==> src/rtl/cpu_fpu_issue_pkg.sv <==
// Shared definitions for the FPU issue sequencer: op codes, FSM state encoding and
// the integer-destination classifier used at accept time.
package cpu_fpu_issue_pkg;

   // FPU op codes
   localparam logic [4:0] FpuOpAdd       = 5'd0;
   localparam logic [4:0] FpuOpSub       = 5'd1;
   localparam logic [4:0] FpuOpMul       = 5'd2;
   localparam logic [4:0] FpuOpDiv       = 5'd3;
   localparam logic [4:0] FpuOpSqrt      = 5'd4;
   localparam logic [4:0] FpuOpMadd      = 5'd5;
   localparam logic [4:0] FpuOpMov       = 5'd6;
   localparam logic [4:0] FpuOpSgnj      = 5'd7;
   localparam logic [4:0] FpuOpSgnjn     = 5'd8;
   localparam logic [4:0] FpuOpSgnjx     = 5'd9;
   localparam logic [4:0] FpuOpMin       = 5'd10;
   localparam logic [4:0] FpuOpMax       = 5'd11;
   localparam logic [4:0] FpuOpF2I       = 5'd12;
   localparam logic [4:0] FpuOpI2F       = 5'd13;
   localparam logic [4:0] FpuOpCmpEqual  = 5'd14;
   localparam logic [4:0] FpuOpCmpLess   = 5'd15;
   localparam logic [4:0] FpuOpCmpLequal = 5'd16;

   typedef enum logic [1:0] {
      StIdle      = 2'd0,
      StRequest   = 2'd1,
      StWriteback = 2'd2,
      StGap       = 2'd3
   } issue_state_e;

   // Ops whose result goes to the integer register file
   function automatic logic is_int_dest(input logic [4:0] op);
      return (op == FpuOpF2I) || (op == FpuOpCmpEqual) ||
             (op == FpuOpCmpLess) || (op == FpuOpCmpLequal);
   endfunction

endpackage

==> src/rtl/cpu_fpu_issue_if.sv <==
// Execute-stage, FPU and writeback signals of the issue sequencer.
// slave: the sequencer itself; master: the surrounding pipeline / FPU.
interface cpu_fpu_issue_if #(
   parameter int unsigned CNT_W = 16
);
   logic             i_valid;
   logic             o_ready;
   logic [4:0]       i_op;
   logic [31:0]      i_op1;
   logic [31:0]      i_op2;
   logic [31:0]      i_op3;
   logic [4:0]       i_rd;
   logic             o_fpu_request;
   logic [4:0]       o_fpu_op;
   logic [31:0]      o_fpu_op1;
   logic [31:0]      o_fpu_op2;
   logic [31:0]      o_fpu_op3;
   logic             i_fpu_ready;
   logic [31:0]      i_fpu_result;
   logic             o_wb_valid;
   logic             i_wb_ready;
   logic [4:0]       o_wb_rd;
   logic             o_wb_int;
   logic [31:0]      o_wb_result;
   logic             o_fault;
   logic [CNT_W-1:0] o_last_latency;

   modport slave (
      input  i_valid, i_op, i_op1, i_op2, i_op3, i_rd, i_fpu_ready, i_fpu_result, i_wb_ready,
      output o_ready, o_fpu_request, o_fpu_op, o_fpu_op1, o_fpu_op2, o_fpu_op3,
             o_wb_valid, o_wb_rd, o_wb_int, o_wb_result, o_fault, o_last_latency
   );

   modport master (
      output i_valid, i_op, i_op1, i_op2, i_op3, i_rd, i_fpu_ready, i_fpu_result, i_wb_ready,
      input  o_ready, o_fpu_request, o_fpu_op, o_fpu_op1, o_fpu_op2, o_fpu_op3,
             o_wb_valid, o_wb_rd, o_wb_int, o_wb_result, o_fault, o_last_latency
   );
endinterface

==> src/rtl/cpu_fpu_issue_watchdog.sv <==
// Request-cycle counter: saturating count, watchdog expiry and last-op latency capture.
module cpu_fpu_issue_watchdog #(
   parameter int unsigned TIMEOUT = 64,
   parameter int unsigned CNT_W   = 16
) (
   input  logic             i_clock,
   input  logic             i_reset,
   input  logic             i_clear,
   input  logic             i_run,
   input  logic             i_done,
   output logic             o_expire,
   output logic [CNT_W-1:0] o_last_latency
);

   localparam logic [CNT_W:0] TimeoutVal = (CNT_W+1)'(TIMEOUT);

   logic [CNT_W-1:0] cnt_q, cnt_d;
   logic [CNT_W-1:0] last_q, last_d;
   logic [CNT_W-1:0] cnt_inc;
   logic [CNT_W:0]   cnt_plus1;

   // Saturating increment doubles as the latency of an op completing this cycle
   assign cnt_inc   = (&cnt_q) ? cnt_q : cnt_q + CNT_W'(1);
   // Unsaturated compare so a wrapped counter can never alias the timeout
   assign cnt_plus1 = {1'b0, cnt_q} + (CNT_W+1)'(1);
   assign o_expire  = i_run && (TIMEOUT != 0) && (cnt_plus1 == TimeoutVal);
   assign o_last_latency = last_q;

   // Next counter and latency values
   always_comb begin
      cnt_d  = cnt_q;
      last_d = last_q;
      if (i_clear) begin
         cnt_d = '0;
      end else if (i_run) begin
         cnt_d = cnt_inc;
      end
      if (i_done) begin
         last_d = cnt_inc;
      end
   end

   // Counter and latency registers
   always_ff @(posedge i_clock) begin
      if (i_reset) begin
         cnt_q  <= '0;
         last_q <= '0;
      end else begin
         cnt_q  <= cnt_d;
         last_q <= last_d;
      end
   end

endmodule

==> src/rtl/cpu_fpu_issue.sv <==
// FPU issue sequencer: accepts one op, holds the FPU request until ready or timeout,
// presents the result to writeback and enforces a one-cycle request-low gap.
module cpu_fpu_issue
   import cpu_fpu_issue_pkg::*;
#(
   parameter int unsigned TIMEOUT = 64,
   parameter int unsigned CNT_W   = 16
) (
   input logic            i_clock,
   input logic            i_reset,
   cpu_fpu_issue_if.slave fpu_bus
);

   issue_state_e state_q, state_d;

   logic [4:0]       op_q;
   logic [31:0]      op1_q, op2_q, op3_q;
   logic [4:0]       rd_q;
   logic             int_q;
   logic [31:0]      result_q;
   logic             fault_q;
   logic             accept, done, expire, timeout;
   logic [CNT_W-1:0] last_latency;

   assign accept  = (state_q == StIdle) && fpu_bus.i_valid;
   assign done    = (state_q == StRequest) && fpu_bus.i_fpu_ready;
   // Ready in the expiry cycle takes priority over the fault
   assign timeout = expire && !fpu_bus.i_fpu_ready;

   cpu_fpu_issue_watchdog #(
      .TIMEOUT(TIMEOUT),
      .CNT_W  (CNT_W)
   ) u_watchdog (
      .i_clock       (i_clock),
      .i_reset       (i_reset),
      .i_clear       (accept),
      .i_run         (state_q == StRequest),
      .i_done        (done),
      .o_expire      (expire),
      .o_last_latency(last_latency)
   );

   // State register
   always_ff @(posedge i_clock) begin
      if (i_reset) begin
         state_q <= StIdle;
      end else begin
         state_q <= state_d;
      end
   end

   // Next-state logic
   always_comb begin
      state_d = state_q;
      unique case (state_q)
         StIdle:      if (fpu_bus.i_valid) state_d = StRequest;
         StRequest: begin
            if (fpu_bus.i_fpu_ready) begin
               state_d = StWriteback;
            end else if (expire) begin
               state_d = StGap;
            end
         end
         StWriteback: if (fpu_bus.i_wb_ready) state_d = StGap;
         StGap:       state_d = StIdle;
         default:     state_d = StIdle;
      endcase
   end

   // State-decoded handshake outputs
   always_comb begin
      fpu_bus.o_ready       = 1'b0;
      fpu_bus.o_fpu_request = 1'b0;
      fpu_bus.o_wb_valid    = 1'b0;
      unique case (state_q)
         StIdle:      fpu_bus.o_ready       = 1'b1;
         StRequest:   fpu_bus.o_fpu_request = 1'b1;
         StWriteback: fpu_bus.o_wb_valid    = 1'b1;
         StGap:       ;
         default:     ;
      endcase
   end

   // Operand latches on accept, result capture on FPU ready, registered fault pulse
   always_ff @(posedge i_clock) begin
      if (i_reset) begin
         op_q     <= '0;
         op1_q    <= '0;
         op2_q    <= '0;
         op3_q    <= '0;
         rd_q     <= '0;
         int_q    <= 1'b0;
         result_q <= '0;
         fault_q  <= 1'b0;
      end else begin
         if (accept) begin
            op_q  <= fpu_bus.i_op;
            op1_q <= fpu_bus.i_op1;
            op2_q <= fpu_bus.i_op2;
            op3_q <= fpu_bus.i_op3;
            rd_q  <= fpu_bus.i_rd;
            int_q <= is_int_dest(fpu_bus.i_op);
         end
         if (done) begin
            result_q <= fpu_bus.i_fpu_result;
         end
         fault_q <= timeout;
      end
   end

   assign fpu_bus.o_fpu_op       = op_q;
   assign fpu_bus.o_fpu_op1      = op1_q;
   assign fpu_bus.o_fpu_op2      = op2_q;
   assign fpu_bus.o_fpu_op3      = op3_q;
   assign fpu_bus.o_wb_rd        = rd_q;
   assign fpu_bus.o_wb_int       = int_q;
   assign fpu_bus.o_wb_result    = result_q;
   assign fpu_bus.o_fault        = fault_q;
   assign fpu_bus.o_last_latency = last_latency;

endmodule

==> src/flat_wrapper.sv <==
// flat-port wrapper written by rule: the top's interface ports become plain ports
module cpu_fpu_issue_flat import cpu_fpu_issue_pkg::*;
#(
   parameter int unsigned TIMEOUT = 64,
   parameter int unsigned CNT_W   = 16
)
  (i_clock, i_reset, fpu_bus_i_valid, fpu_bus_i_op, fpu_bus_i_op1, fpu_bus_i_op2, fpu_bus_i_op3, fpu_bus_i_rd, fpu_bus_i_fpu_ready, fpu_bus_i_fpu_result, fpu_bus_i_wb_ready, fpu_bus_o_ready, fpu_bus_o_fpu_request, fpu_bus_o_fpu_op, fpu_bus_o_fpu_op1, fpu_bus_o_fpu_op2, fpu_bus_o_fpu_op3, fpu_bus_o_wb_valid, fpu_bus_o_wb_rd, fpu_bus_o_wb_int, fpu_bus_o_wb_result, fpu_bus_o_fault, fpu_bus_o_last_latency);
  cpu_fpu_issue_if #(.CNT_W(CNT_W)) fpu_bus_i ();
  input logic i_clock;
  input logic i_reset;
  input wire logic [$bits(fpu_bus_i.i_valid)-1:0] fpu_bus_i_valid;
  input wire logic [$bits(fpu_bus_i.i_op)-1:0] fpu_bus_i_op;
  input wire logic [$bits(fpu_bus_i.i_op1)-1:0] fpu_bus_i_op1;
  input wire logic [$bits(fpu_bus_i.i_op2)-1:0] fpu_bus_i_op2;
  input wire logic [$bits(fpu_bus_i.i_op3)-1:0] fpu_bus_i_op3;
  input wire logic [$bits(fpu_bus_i.i_rd)-1:0] fpu_bus_i_rd;
  input wire logic [$bits(fpu_bus_i.i_fpu_ready)-1:0] fpu_bus_i_fpu_ready;
  input wire logic [$bits(fpu_bus_i.i_fpu_result)-1:0] fpu_bus_i_fpu_result;
  input wire logic [$bits(fpu_bus_i.i_wb_ready)-1:0] fpu_bus_i_wb_ready;
  output wire logic [$bits(fpu_bus_i.o_ready)-1:0] fpu_bus_o_ready;
  output wire logic [$bits(fpu_bus_i.o_fpu_request)-1:0] fpu_bus_o_fpu_request;
  output wire logic [$bits(fpu_bus_i.o_fpu_op)-1:0] fpu_bus_o_fpu_op;
  output wire logic [$bits(fpu_bus_i.o_fpu_op1)-1:0] fpu_bus_o_fpu_op1;
  output wire logic [$bits(fpu_bus_i.o_fpu_op2)-1:0] fpu_bus_o_fpu_op2;
  output wire logic [$bits(fpu_bus_i.o_fpu_op3)-1:0] fpu_bus_o_fpu_op3;
  output wire logic [$bits(fpu_bus_i.o_wb_valid)-1:0] fpu_bus_o_wb_valid;
  output wire logic [$bits(fpu_bus_i.o_wb_rd)-1:0] fpu_bus_o_wb_rd;
  output wire logic [$bits(fpu_bus_i.o_wb_int)-1:0] fpu_bus_o_wb_int;
  output wire logic [$bits(fpu_bus_i.o_wb_result)-1:0] fpu_bus_o_wb_result;
  output wire logic [$bits(fpu_bus_i.o_fault)-1:0] fpu_bus_o_fault;
  output wire logic [$bits(fpu_bus_i.o_last_latency)-1:0] fpu_bus_o_last_latency;
  assign fpu_bus_i.i_valid = fpu_bus_i_valid;
  assign fpu_bus_i.i_op = fpu_bus_i_op;
  assign fpu_bus_i.i_op1 = fpu_bus_i_op1;
  assign fpu_bus_i.i_op2 = fpu_bus_i_op2;
  assign fpu_bus_i.i_op3 = fpu_bus_i_op3;
  assign fpu_bus_i.i_rd = fpu_bus_i_rd;
  assign fpu_bus_i.i_fpu_ready = fpu_bus_i_fpu_ready;
  assign fpu_bus_i.i_fpu_result = fpu_bus_i_fpu_result;
  assign fpu_bus_i.i_wb_ready = fpu_bus_i_wb_ready;
  assign fpu_bus_o_ready = fpu_bus_i.o_ready;
  assign fpu_bus_o_fpu_request = fpu_bus_i.o_fpu_request;
  assign fpu_bus_o_fpu_op = fpu_bus_i.o_fpu_op;
  assign fpu_bus_o_fpu_op1 = fpu_bus_i.o_fpu_op1;
  assign fpu_bus_o_fpu_op2 = fpu_bus_i.o_fpu_op2;
  assign fpu_bus_o_fpu_op3 = fpu_bus_i.o_fpu_op3;
  assign fpu_bus_o_wb_valid = fpu_bus_i.o_wb_valid;
  assign fpu_bus_o_wb_rd = fpu_bus_i.o_wb_rd;
  assign fpu_bus_o_wb_int = fpu_bus_i.o_wb_int;
  assign fpu_bus_o_wb_result = fpu_bus_i.o_wb_result;
  assign fpu_bus_o_fault = fpu_bus_i.o_fault;
  assign fpu_bus_o_last_latency = fpu_bus_i.o_last_latency;
  cpu_fpu_issue #(.TIMEOUT(TIMEOUT), .CNT_W(CNT_W)) u_core (.i_clock(i_clock), .i_reset(i_reset), .fpu_bus(fpu_bus_i));
endmodule
==> config.mk <==
export PLATFORM = sky130hd
export DESIGN_NAME = cpu_fpu_issue_flat
export DESIGN_NICKNAME = d
export VERILOG_FILES = /design/src/rtl/cpu_fpu_issue_pkg.sv /design/src/rtl/cpu_fpu_issue_if.sv /design/src/rtl/cpu_fpu_issue_watchdog.sv /design/src/rtl/cpu_fpu_issue.sv /design/src/flat_wrapper.sv
export SDC_FILE = /design/constraint.sdc
export NUM_CORES = 1
export LEC_CHECK = 0
export ABC_AREA = 0
export CORE_MARGIN = 4
export CORE_UTILIZATION = 30
export CTS_CLUSTER_DIAMETER = 40
export CTS_CLUSTER_SIZE = 40
export DETAILED_ROUTE_END_ITERATION = 10
export PLACE_DENSITY = 0.73
export SLEW_MARGIN = 20
export SYNTH_ARGS = -nofsm -noshare
export SYNTH_HDL_FRONTEND = slang
export SYNTH_SLANG_ARGS = --single-unit
==> constraint.sdc <==
create_clock -name i_clock -period 3.07 [get_ports i_clock]
set_input_delay 0.4605 -clock i_clock [delete_from_list [all_inputs] [get_ports i_clock]]
set_output_delay 0.4605 -clock i_clock [all_outputs]
set_load 0.02 [all_outputs]
* After elaboration in Yosys (flattened, before gate mapping)
Cells that the tools add are included.
** Storage, ports and cells
- Logic and storage cells :: 45
- Register bits :: 174
- Output and inout bits :: 159
- Input bits :: 143
** Cells by class
- Add/sub/neg operators :: 2
- Reductions and logical operators :: 12
- Equal/unequal tests :: 11
- Muxes and demuxes :: 9
** Operators with widths (number)
- $add 16x1->17 const B :: 1
- $eq 17x7->1 const B :: 1
- $add 16x1->16 const B :: 1
- $mux 16 :: 1
- $reduce_and 16->1 :: 1
- $eq 5x4->1 const B :: 3
- $mux 2 :: 4
- $pmux 2 s4 :: 1
- $eq 5x5->1 const B :: 1
- $eq 2x2->1 const B :: 2
- $logic_and 1x1->1 :: 4
- $ne 2x2->1 const B :: 2
- $logic_or 1x1->1 :: 3
- $mux 1 :: 3
- $ne 3x2->1 const B :: 1
- $reduce_and 3->1 :: 1
- $eq 2x1->1 const B :: 1
- $logic_not 2->1 :: 1
- $reduce_or 2->1 :: 1
- $logic_not 1->1 :: 1

* Depth between registers and ports, before layout
- Depth in word-level cells :: 6
- Gate-level depth with buffers :: 8

* Hierarchy
A second synthesis with hierarchy kept.
** Second synthesis, totals
- Cell total of the unflattened synthesis :: 821
- Area total of the unflattened synthesis :: 6580.1 µm²
** By module, submodules not included
- cpu_fpu_issue :: cells an instance 628, seq. area each 2842.7 µm², times used 1, area each 4991.0 µm²
- cpu_fpu_issue_watchdog :: cells an instance 193, seq. area each 640.6 µm², times used 1, area each 1589.0 µm²

* Worst setup path before layout
No wires, ideal clock.
- Path kind :: reg-to-reg
- From :: reg u_core.u_watchdog.cnt_q[1]
- To :: reg u_core.state_q[1]
- Buffers on the path :: 0
- Data arrival time :: 1.899 ns
- Stages on the path, launching flop included :: 8
- Required time :: 2.947 ns
- Setup slack :: 1.047 ns
- Period minus slack after synthesis :: 2.023 ns
- Setup time :: 0.123 ns
- Cells stage by stage :: dfxtp_1 -> ha_1 -> nand3_4 -> nor4_2 -> xnor2_1 -> and3_1 -> nand4_2 -> mux2_1
** On the way
- Longest elaborated chain between the ends :: 5
** Ends and longest elaborated chain
- from (decl) :: line cpu_fpu_issue_watchdog.sv:17 : logic [CNT_W-1:0] cnt_q, cnt_d;
- from (signal assigned) :: line cpu_fpu_issue_watchdog.sv:49 : cnt_q <= cnt_d;
- $add 16x1->17 :: line cpu_fpu_issue_watchdog.sv:25 : assign cnt_plus1 = {1'b0, cnt_q} + (CNT_W+1)'(1);
- $eq 17x7->1 :: line cpu_fpu_issue_watchdog.sv:26 : assign o_expire = i_run && (TIMEOUT != 0) && (cnt_plus1 == TimeoutVal);
- $logic_and 1x1->1 :: line cpu_fpu_issue_watchdog.sv:26
- $ne 3x2->1 (no source line)
- $reduce_and 3->1 (no source line)
- to (signal assigned) :: line cpu_fpu_issue.sv:46 : state_q <= StIdle;
- to (signal assigned) :: line cpu_fpu_issue.sv:48 : state_q <= state_d;
- to (decl) :: line cpu_fpu_issue.sv:14 : issue_state_e state_q, state_d;
No other way between the ends.
A chain may end at the register's enable or synchronous reset.

* Worst setup path after layout
- From :: reg u_core.state_q[1]
- To :: out fpu_bus_o_fpu_request
** On the way
- Longest elaborated chain between the ends :: 2
** Ends and longest elaborated chain
- $eq 2x1->1 :: line cpu_fpu_issue.sv:75 : unique case (state_q)
- $mux 1 :: line cpu_fpu_issue.sv:75
- to (decl) :: line flat_wrapper.sv:21 : output wire logic [$bits(fpu_bus_i.o_fpu_request)-1:0] fpu_bus_o_fpu_request;
No other way between the ends.

==> results by group <==
Routing
  – TritonRoute pass-1 iters: 5
  – Drt wl/cell: 16.7 um
  – Via/cell ratio: between 4 and 5
  – DRT iter0 DRCs: about 330
  – DRC: 0
  – Post-DRT Antenna Nets: 0
  – Routed wire length: roughly 20000 um
  – Via count: about 5700

Power
  – PD cells: around 760 nW/um^2
  – VDD IR max: approximately 0.35 mV
  – Static leakage: between 3 and 4 nW
  – Switch share: a little over a third
  – Internal Power: roughly 5.0 mW
  – Switch Pwr: between 2 and 3 mW
  – Tot Pwr: approximately 7.7 mW
  – Sequential group share of total power: a little under two fifths
  – Comb pwr share: roughly 34%
  – Clock power frac: 28.1%

STA
  – Post-route setup TNS: 0 ns
  – Worst Tran Pin Value: roughly 0.84 ns
  – Final Hold Fails: 0
  – Final Slew Violations: 0
  – Maximum clock frequency: 395 MHz
  – RSZ-0062 raised after global routing: no
  – Finish-stage setup viols: 0
  – Setup Skew: around 0.0084 ns
  – Final Cycle Share: between 80 and 90%
  – Min Tclk post-route: about 2.5 ns
  – Final worst slack: around 0.54 ns
  – Relative slew slack: around 43%

Global route
  – Vias in the first global route: 5671
  – Largest net degree at the start of global routing: 86
  – First-pass GRT wire length: between 30000 and 40000 um
  – GR Util All Layers: about 16%
  – Grt ovf: 0
  – Antenna violations before repair: 0

Placement
  – Port-buffer cells: approximately 300
  – Pre-CTS WS: between 0.7 and 0.8 ns
  – DPL Wire Length: 14400 um
  – GPL Wtd Cong: 0.881

Synthesis
  – Area contributors post-synth: dfxtp_1 (56%), a22o_1 (15%), nand2_1 (5.3%), a21oi_1 (3.6%), clkbuf_1 (2.6%)
  – FFs w/ async S/R, synth: 0%
  – Seq/Total Area, Yosys: a little under three fifths
  – Post-synth EDFFs: 0
  – Seq cells post-synth: about 170
  – Top-count cell post-synth: dfxtp_1
  – Syn Inst Count: a little over 600
  – Yosys top cell by area: dfxtp_1
  – Unique masters post-synth: 44
  – Synthesized Nets: around 770
  – Synth warnings: 0
  – Synth top area share: 55.7%
  – Post-Syn Area: about 6200 um^2
  – Synth Flop Type: dfxtp_1
  – Top cells by count, synth: dfxtp_1 (174), a22o_1 (107), nand2_1 (89), a21oi_1 (45), clkbuf_1 (43)
  – Synthesized area per cell: ~10 um^2

Clocking
  – CTS tree: yes
  – Deepest clock path buffer count: 2
  – CTS buffer count: 17
  – Setup Buffers After CTS: 0
  – Clock root buffer: clkbuf_16
  – Worst skew pair latency: 0.42 ns
  – CTS Sinks: roughly 170
  – Post-cts gate resize count: 0
  – Worst-path clk slew: around 0.070 ns
  – Cts hold-fix bufs: 0
  – H-tree Lvls: 4

Run status
  – Status: completed

Worst setup path
  – Startpoint types: register
  – Largest fanout on the critical path: 14
  – Worst Path Class, Setup: reg -> out
  – CP startpoint: u_core.state_q[1]$_SDFFE_PP0P_
  – Crit path capture type: output pin
  – CP required: ~2.6 ns
  – Worst R2R Start: u_core.u_watchdog.cnt_q[0]$_SDFFE_PP0P_
  – WP data arrival: 2.07 ns

Floorplan
  – Die area: ~23000 um^2
  – Die span in y: 152 um
  – Top Ports: ~300
  – Core ar.: between 20000 and 25000 um^2
  – Initial Util: between 30 and 40%
  – Number of core rows: 52
  – Die Width: around 150 um

Cells and area
  – Fill cells: around 1900
  – Final nets: 1041
  – Area Growth Syn to Fin: 61.4%
  – Diodes inserted: 0
  – Layout cells sized above 1: a little over 6%

Worst hold path
  – Hold Path Origin: i_reset
  – Hold WC Path Type: in -> reg

Flow run
  – Max Cap Viol: 0
## per-stage QoR
stage / cells / hold WS [ns] / cell area [um^2] / utilization, %
3_3_place_gp: 1145 / 0.441 / 9490 / 46.6
3_5_place_dp: 1145 / 0.448 / 9490 / 46.6
6_report: 1177 / 0.277 / 10100 / 49.5
4_1_cts: 1177 / 0.252 / 10100 / 49.5
5_1_grt: 1177 / 0.255 / 10100 / 49.5
2_1_floorplan: 619 / 0.492 / 6250 / -
## cell families after synthesis
logic type	after synthesis	share of synthesized area, %
buffers and inverters	58	3.58
and+or+nand+nor	177	14.3
adders and majority gates	4	0.801
xor gates and xnor gates	17	2.38
AOI/OAI and AO/OA	184	22.4
muxes	5	0.821
DFF	174	55.7
## layout make-up
type / count / area, um^2 / area share, %
Sequential cell: 174 / 3480 / 34.5
Tap cell: 270 / 338 / 3.35
Clock inverter: 15 / 166 / 1.65
Timing Repair Buffer: 309 / 3090 / 30.7
Inverter: 5 / 18.8 / 0.186
Clock buffer: 17 / 425 / 4.22
Multi-Input combinational cell: 387 / 2560 / 25.4
## layout by cell type (no fill, tap or decap), drive strengths merged, types with 6 or more instances in the layout
cell type        n
a22o           107
and3             6
nand4            8
nand2           89
a311oi          13
clkbuf          17
nand3           10
inv             14
nor3            13
dfxtp          174
xnor2           14
clkdlybuf4s50  300
buf              9
nor2            27
a21oi           45
nor2b            6
o21ai            8
## worst max-delay path, stage by stage (launching register included)
cell and delay [ns]:
dfxtp_1 0.35, inv_1 0.09, ha_1 0.49, clkdlybuf4s50_1 0.71
## registers in the layout (all words and copies together), names as in the netlist
signal and count:
u_core.fpu_bus.o_fpu_op 5, u_core.u_watchdog.cnt_q 16, u_core.fpu_bus.o_wb_rd 5, u_core.fpu_bus.o_fault 1, u_core.fpu_bus.o_fpu_op2 32, u_core.fpu_bus.o_fpu_op3 32
u_core.fpu_bus.o_wb_int 1, u_core.fpu_bus.o_fpu_op1 32, u_core.fpu_bus.o_wb_result 32, u_core.u_watchdog.o_last_latency 16, u_core.state_q 2
## power groups by stage
stage / registers (mW) / clock network [mW] / logic [mW]
after detailed placement: 2.98 / 0 / 2.62
after floorplan: 3.43 / 0 / 0.859
final: 2.95 / 2.17 / 2.59
after global placement: 2.98 / 0 / 2.60
after CTS: 2.94 / 2.23 / 2.63
after global routing: 3.00 / 2.32 / 2.77
## final timing paths
check / to / slack, ns / depth (start not counted)
worst max register to register: u_core.state_q[1]$_SDFFE_PP0P_ / 0.67 / 7
worst min-delay path: u_core.fpu_bus.o_wb_result[31]$_SDFFE_PP0P_ / 0.28 / 2
worst max-delay path: fpu_bus_o_fpu_request / 0.54 / 3
worst min register to register: u_core.fpu_bus.o_wb_result[18]$_SDFFE_PP0P_ / 0.45 / 2
## layer usage
layer	GRT usage (%)	up-vias	part of all wire, %
li1	-	2789	-
met1	19.4	2631	42
met2	28.0	233	49
met3	5.68	22	8.1
met4	5.14	0	1.6
met5	0	-	0
No activity file was read; power rests on OpenSTA's default activity.
